### src/rtl/csi_rx_header_ecc_core.sv
// rtl/csi_rx_header_ecc_core.sv - CSI-2 packet header ECC compute, check and single-bit correct
module csi_rx_header_ecc_core (
  input  logic        CLK,
  input  logic        RST,
  input  logic [23:0] DIN,
  input  logic        DIN_VALID,
  input  logic [7:0]  ECC_RX,
  output logic [7:0]  ECC,
  output logic [23:0] DOUT,
  output logic [5:0]  SYNDROME,
  output logic        OUT_VALID,
  output logic        ERR_CORR,
  output logic        ERR_UNCORR
);

  // Each row selects the header bits folded into one parity bit P0..P5.
  localparam logic [23:0] MASK_P0 = 24'hF12CB7;
  localparam logic [23:0] MASK_P1 = 24'hF2555B;
  localparam logic [23:0] MASK_P2 = 24'h749A6D;
  localparam logic [23:0] MASK_P3 = 24'hB8E38E;
  localparam logic [23:0] MASK_P4 = 24'hDF03F0;
  localparam logic [23:0] MASK_P5 = 24'hEFFC00;
  localparam logic [5:0][23:0] P_MASK = {MASK_P5, MASK_P4, MASK_P3,
                                         MASK_P2, MASK_P1, MASK_P0};

  logic [5:0]  parity;
  logic [5:0]  syndrome;
  logic [5:0]  col;
  logic [23:0] flip;
  logic        single_ecc_bit;
  logic        corr;
  logic        uncorr;

  logic [7:0]  ecc_q, ecc_d;
  logic [23:0] dout_q, dout_d;
  logic [5:0]  syn_q, syn_d;
  logic        vld_q, vld_d;
  logic        corr_q, corr_d;
  logic        uncorr_q, uncorr_d;

  // The top two received ECC bits carry no parity information.
  logic unused_ecc_rx_hi;
  assign unused_ecc_rx_hi = ^ECC_RX[7:6];

  // Parity, syndrome and decode: match the syndrome against every data-bit column.
  always_comb begin
    parity   = '0;
    col      = '0;
    flip     = '0;
    for (int k = 0; k < 6; k++) begin
      parity[k] = ^(DIN & P_MASK[k]);
    end
    syndrome = parity ^ ECC_RX[5:0];
    for (int n = 0; n < 24; n++) begin
      for (int k = 0; k < 6; k++) begin
        col[k] = P_MASK[k][n];
      end
      if (syndrome == col) begin
        flip[n] = 1'b1;
      end
    end
    // A lone syndrome bit points at the ECC byte itself; data columns all weigh >= 3.
    single_ecc_bit = (syndrome != 6'd0) && ((syndrome & (syndrome - 6'd1)) == 6'd0);
    corr           = (|flip) || single_ecc_bit;
    uncorr         = (syndrome != 6'd0) && !corr;
  end

  // Next-state for the output registers: capture on valid, otherwise hold.
  always_comb begin
    ecc_d    = ecc_q;
    dout_d   = dout_q;
    syn_d    = syn_q;
    corr_d   = corr_q;
    uncorr_d = uncorr_q;
    vld_d    = 1'b0;
    if (DIN_VALID) begin
      ecc_d    = {2'b00, parity};
      dout_d   = uncorr ? DIN : (DIN ^ flip);
      syn_d    = syndrome;
      corr_d   = corr;
      uncorr_d = uncorr;
      vld_d    = 1'b1;
    end
  end

  // Output registers; reset wins over a header presented in the same cycle.
  always_ff @(posedge CLK) begin
    if (RST) begin
      ecc_q    <= '0;
      dout_q   <= '0;
      syn_q    <= '0;
      vld_q    <= 1'b0;
      corr_q   <= 1'b0;
      uncorr_q <= 1'b0;
    end else begin
      ecc_q    <= ecc_d;
      dout_q   <= dout_d;
      syn_q    <= syn_d;
      vld_q    <= vld_d;
      corr_q   <= corr_d;
      uncorr_q <= uncorr_d;
    end
  end

  assign ECC        = ecc_q;
  assign DOUT       = dout_q;
  assign SYNDROME   = syn_q;
  assign OUT_VALID  = vld_q;
  assign ERR_CORR   = corr_q;
  assign ERR_UNCORR = uncorr_q;

endmodule

### config.mk
export PLATFORM = sky130hd
export DESIGN_NAME = csi_rx_header_ecc_core
export DESIGN_NICKNAME = d
export VERILOG_FILES = /design/src/rtl/csi_rx_header_ecc_core.sv
export SDC_FILE = /design/constraint.sdc
export NUM_CORES = 1
export LEC_CHECK = 0
export BUFFER_PORTS_ARGS = -buffer_cell sky130_fd_sc_hd__buf_4
export CELL_PAD_IN_SITES_DETAIL_PLACEMENT = 1
export CELL_PAD_IN_SITES_GLOBAL_PLACEMENT = 2
export CORE_ASPECT_RATIO = 0.5
export CORE_MARGIN = 2
export CORE_UTILIZATION = 31
export CTS_BUF_LIST = sky130_fd_sc_hd__clkbuf_4 sky130_fd_sc_hd__clkbuf_8 sky130_fd_sc_hd__clkbuf_16
export CTS_CLUSTER_DIAMETER = 30
export CTS_CLUSTER_SIZE = 20
export DETAILED_ROUTE_END_ITERATION = 10
export PLACE_DENSITY = 0.79
export SYNTH_ARGS = -nofsm -noshare
export SYNTH_HDL_FRONTEND = slang
export SYNTH_SLANG_ARGS = --single-unit
export TNS_END_PERCENT = 5
### constraint.sdc
create_clock -name CLK -period 3.31 [get_ports CLK]
set_input_delay 0.1655 -clock CLK [delete_from_list [all_inputs] [get_ports CLK]]
set_output_delay 0.1655 -clock CLK [all_outputs]
set_load 0.05 [all_outputs]
**Yosys cells after proc, flatten, opt, wreduce, memory -nomap -nowiden**

Cells that the tools add are included.

- Add/subtract/negate cells: 1
- Equal/unequal tests: 24
- Bitwise operators: 3
- Reduce and logical (&&, ||, !) cells: 13
- Muxes and demuxes: 26

Operator list:

| cell | number |
|---|---|
| $reduce_xor A24 Y1 | 6 |
| $eq A6 B6 Y1 const B | 13 |
| $eq A6 B5 Y1 const B | 7 |
| $mux W1 | 25 |
| $mux W24 | 1 |
| $reduce_or A24 Y1 | 1 |
| $xor A24 B24 Y24 | 1 |
| $eq A6 B4 Y1 const B | 3 |
| $and A6 B6 Y6 | 1 |
| $eq A6 B3 Y1 const B | 1 |
| $logic_not A6 Y1 | 1 |
| $reduce_bool A6 Y1 | 1 |
| $sub A6 B1 Y6 const B | 1 |
| $xor A6 B6 Y6 | 1 |
| $logic_and A1 B1 Y1 | 2 |
| $logic_not A1 Y1 | 1 |
| $logic_or A1 B1 Y1 | 1 |

- Logic and storage cells: 73
- Bits in registers: 39

**Depth between registers and ports, before layout**

- Word-level depth: 10
- Gate-level depth with buffers: 9

**Least setup slack after synthesis**

No wires, ideal clock.

- Path kind: input to register
- From: input DIN[21]
- To: register dout_q[3], in the netlist DOUT[3]
- Library setup time: 0.091 ns
- Arrival: 2.460 ns
- Stages on the path: 8
- Path buffers: 1
- Slack: 0.759 ns
- Data required time: 3.219 ns
- Cells stage by stage: xor3_2 -> xor2_1 -> xor3_1 -> or2_1 -> buf_6 -> or2_4 -> or3_1 -> a311oi_1

- Cells in the longest elaborated chain, start to end: 10

RTL lines:

| what | RTL line | text |
|---|---|---|
| start, declared | 5 | `input logic [23:0] DIN,` |
| $reduce_xor A24 Y1 | 51 | `parity[k] = ^(DIN & P_MASK[k]);` |
| $xor A6 B6 Y6 * | 53 | `syndrome = parity ^ ECC_RX[5:0];` |
| $sub A6 B1 Y6 | 63 | `single_ecc_bit = (syndrome != 6'd0) && ((syndrome & (syndrome - 6'd1)) == 6'd0);` |
| $and A6 B6 Y6 | 63 |  |
| $logic_not A6 Y1 | 63 |  |
| $logic_and A1 B1 Y1 | 63 |  |
| $logic_or A1 B1 Y1 | 64 | `corr = (\|flip) \|\| single_ecc_bit;` |
| $logic_not A1 Y1 | 65 | `uncorr = (syndrome != 6'd0) && !corr;` |
| $logic_and A1 B1 Y1 | 65 |  |
| $mux W24 * | 78 | `dout_d = uncorr ? DIN : (DIN ^ flip);` |
| end signal, assigned | 97 | `dout_q <= dout_d;` |
| end, declared | 35 | `logic [23:0] dout_q, dout_d;` |

Mark *: on every way between the ends. The rest lies on a longest branch, timed or not.
A chain may end at the register's enable or synchronous reset.

**Final worst setup path**

- From: input DIN[21]
- To: register dout_q[18], in the netlist DOUT[18]

The elaborated chain is that of the path after synthesis.

==> results.json <==
{
  "coreArea_mm2": 0.00806,
  "cts_tree": "built",
  "drive_above_1_share": 0.277,
  "crit_chain": "buf_4, xor3_2, xor2_1, xor3_1, or2b_1, nor4_1, xnor2_1, a211oi_1",
  "slowest_stage": "xor3_1",
  "io_pins": 76,
  "diodes": 0,
  "outcome": "finished clean",
  "rsz0062_at_grt": "false",
  "grt_pass1_vias": 2061,
  "yosysTopAreaCellShare": 0.302,
  "total_leakage_power_nw": 1.43,
  "synth_seq_cells": 39,
  "antenna_left": 0,
  "ys_warn_count": 0,
  "ir_drop_uv": 278,
  "fp.dieH_um": 68.6,
  "clk_path_buf_depth": 2,
  "worstSkewPairLatency_ns": 0.28,
  "grt_usage": 0.164,
  "setup-tns-final_ns": 0,
  "hp-start": "DIN[15]",
  "cts-buffers-inserted": 5,
  "gp_congestion": 0.867,
  "layout_setup_ws_ns": 0.613,
  "grt_pass1_wl_mm": 11.2,
  "async_flop_share": 0,
  "reg2reg_slack_ns": 2.54,
  "overflow": 0,
  "ys_types": 36,
  "setup_viol": 0,
  "required_ns": 3.51,
  "critical_path_depth": 8,
  "initial_utilization": 0.321,
  "postCtsSetupRepairBufs": 0,
  "clock_skew_ns": 0,
  "ys.flop_type": "dfxtp_1",
  "timing.fmax_mhz": 371,
  "power_density_mw_per_mm2": 810,
  "synth_area_leaders": "dfxtp_1 30%, xnor2_1 14%, xnor3_1 9.6%",
  "tightest_slew_ns": 0.727,
  "synth_top_cell_by_area": "dfxtp_1",
  "cp_max_fo": 8,
  "crit_type": "input pin to flop",
  "grt_start_max_net_pins": 71,
  "fin_nets": 363,
  "clock_sinks": 39,
  "reg2reg_depth": 2,
  "hold_class": "input pin to flop",
  "grt_antenna_before_repair": 0,
  "dp_hpwl_mm": 5.71,
  "multiInputGateArea_mm2": 0.00172,
  "drv_slew": 0,
  "fp.dieW_um": 133,
  "worstSetupStartpoint": "DIN[21]",
  "path_clk_slew_ns": 0.06,
  "drc": 0,
  "fillers": 921,
  "dieArea_mm2": 0.00914,
  "place_worst_setup_slack_ns": 0.367,
  "seq_area_frac_synth": 0.302,
  "seq_area_um2": 781,
  "period_share": 0.815,
  "crit_arrival_ns": 2.90,
  "timing.rr.start": "DOUT[5]",
  "slew_headroom": 0.515,
  "hold_viol": 0,
  "syn_area_per_cell_um2": 9.66,
  "vias": 2083,
  "path_buf_inv": 1,
  "synth_cells": 268,
  "final_cell_count_no_fill": 441,
  "avgRoutedWirePerCell_um": 16.7,
  "syn2layout_area_growth_pct": 28.3,
  "place_inst": 433,
  "reg2reg_to": "DOUT[5]",
  "drt_pass1_iterations": 4,
  "whs_path_depth": 3,
  "syn_area_mm2": 0.00259,
  "synth-edff-count": 0,
  "viasPerCell": 4.72,
  "rows": 23,
  "maxCapViolCount": 0,
  "holdBufCountCts": 0,
  "routed_wl_mm": 7.37,
  "power_mw": 2.69,
  "cp-end-kind": "flop",
  "yosysMostFrequentCell": "nor2_1",
  "crit_end": "DOUT[18]",
  "cp_top_family": "XOR/XNOR gates",
  "cts-htree-levels": 2,
  "post_cts_resized": 0,
  "fin_crit_ns": 2.70,
  "fin_hold_ws_ns": 0.204,
  "drt-initial-drc-count": 85,
  "cts-root-buf": "clkbuf_16",
  "synthTopCellsByCount": "44 x nor2_1, 42 x xnor2_1, 39 x dfxtp_1, 26 x a211oi_1, 15 x nor3_1",
  "max_stage_delay_ns": 0.63,
  "cp-start-kind": "input pin",
  "portBuffers": 71
}
[logic make-up (layout without fill, tap and decap cells)]
kind of cell,count (synthesis),count (layout),synth area share
other,1,2,0.00145
muxes,10,10,0.0387
AOI/OAI and AO/OA,35,35,0.103
xor gates and xnor gates,76,76,0.365
buffers and inverters,19,79,0.0343
and+or+nand+nor,88,88,0.156
DFF,39,39,0.302
[worst min-delay path by stage]
| stage | endpoint |
|---|---|
| 6_report | DOUT[15] |
| 3_3_place_gp | SYNDROME[3] |
| 2_1_floorplan | DOUT[3] |
| 5_1_grt | DOUT[17] |
| 4_1_cts | DOUT[15] |
| 3_5_place_dp | SYNDROME[3] |
[worst register-to-register path, delay by kind of cell (launching register included)]
family,cells,cell delay [ns]
compound gates,1,0.29
flops,1,0.33
simple gates,1,0.05
[placed cells by master (no fill, tap or decap), types with 2 or more instances in the layout]
cell type,synthesis,layout
xnor2_1,42,42
a211oi_1,26,26
xnor3_2,2,2
xnor3_1,11,11
buf_4,2,71
clkbuf_4,0,2
or2_2,4,4
nand3_1,3,3
dfxtp_1,39,39
nor3_1,15,15
o21ai_0,2,2
nor4_1,5,5
mux2i_1,10,10
xor3_1,5,5
nand2b_1,3,3
clkbuf_16,0,5
a311oi_1,2,2
xor2_1,14,14
nand2_1,8,8
nor2_1,44,44
conb_1,1,2
[per-layer routing]
| metal | vias up | share of wire | global-route usage |
|---|---|---|---|
| li1 | 1041 | - | - |
| met1 | 990 | 0.52 | 0.237 |
| met2 | 45 | 0.43 | 0.249 |
| met3 | 7 | 0.049 | 0.0395 |
| met4 | 0 | 0.0083 | 0.0359 |
| met5 | - | 0 | 0 |
[cell type report]
type	count	share of cell area
timing repair buffer	71	0.160
sequential	39	0.235
clock inverter	1	0.00151
tap	112	0.0422
clock buffer	7	0.0422
multi-input combinational	211	0.519
[where the power goes]
part / switching [mW] / total [mW] / internal, mW
Combinational: 1.02 / 1.61 / 0.592
Sequential: 0.0422 / 0.590 / 0.548
Clock: 0.195 / 0.491 / 0.295
[state kept, by name, indices dropped and copies added (netlist names)]
name	flops
OUT_VALID	1
ERR_UNCORR	1
SYNDROME	6
DOUT	24
ECC	6
ERR_CORR	1
[metrics by stage]
stage                     instance area (um^2)  utilization
after floorplan                           2590            -
after global placement                    3180        0.394
after detailed placement                  3180        0.394
after CTS                                 3320        0.412
after global routing                      3320        0.412
final                                     3320        0.412
No activity file was read; power rests on OpenSTA's default activity.
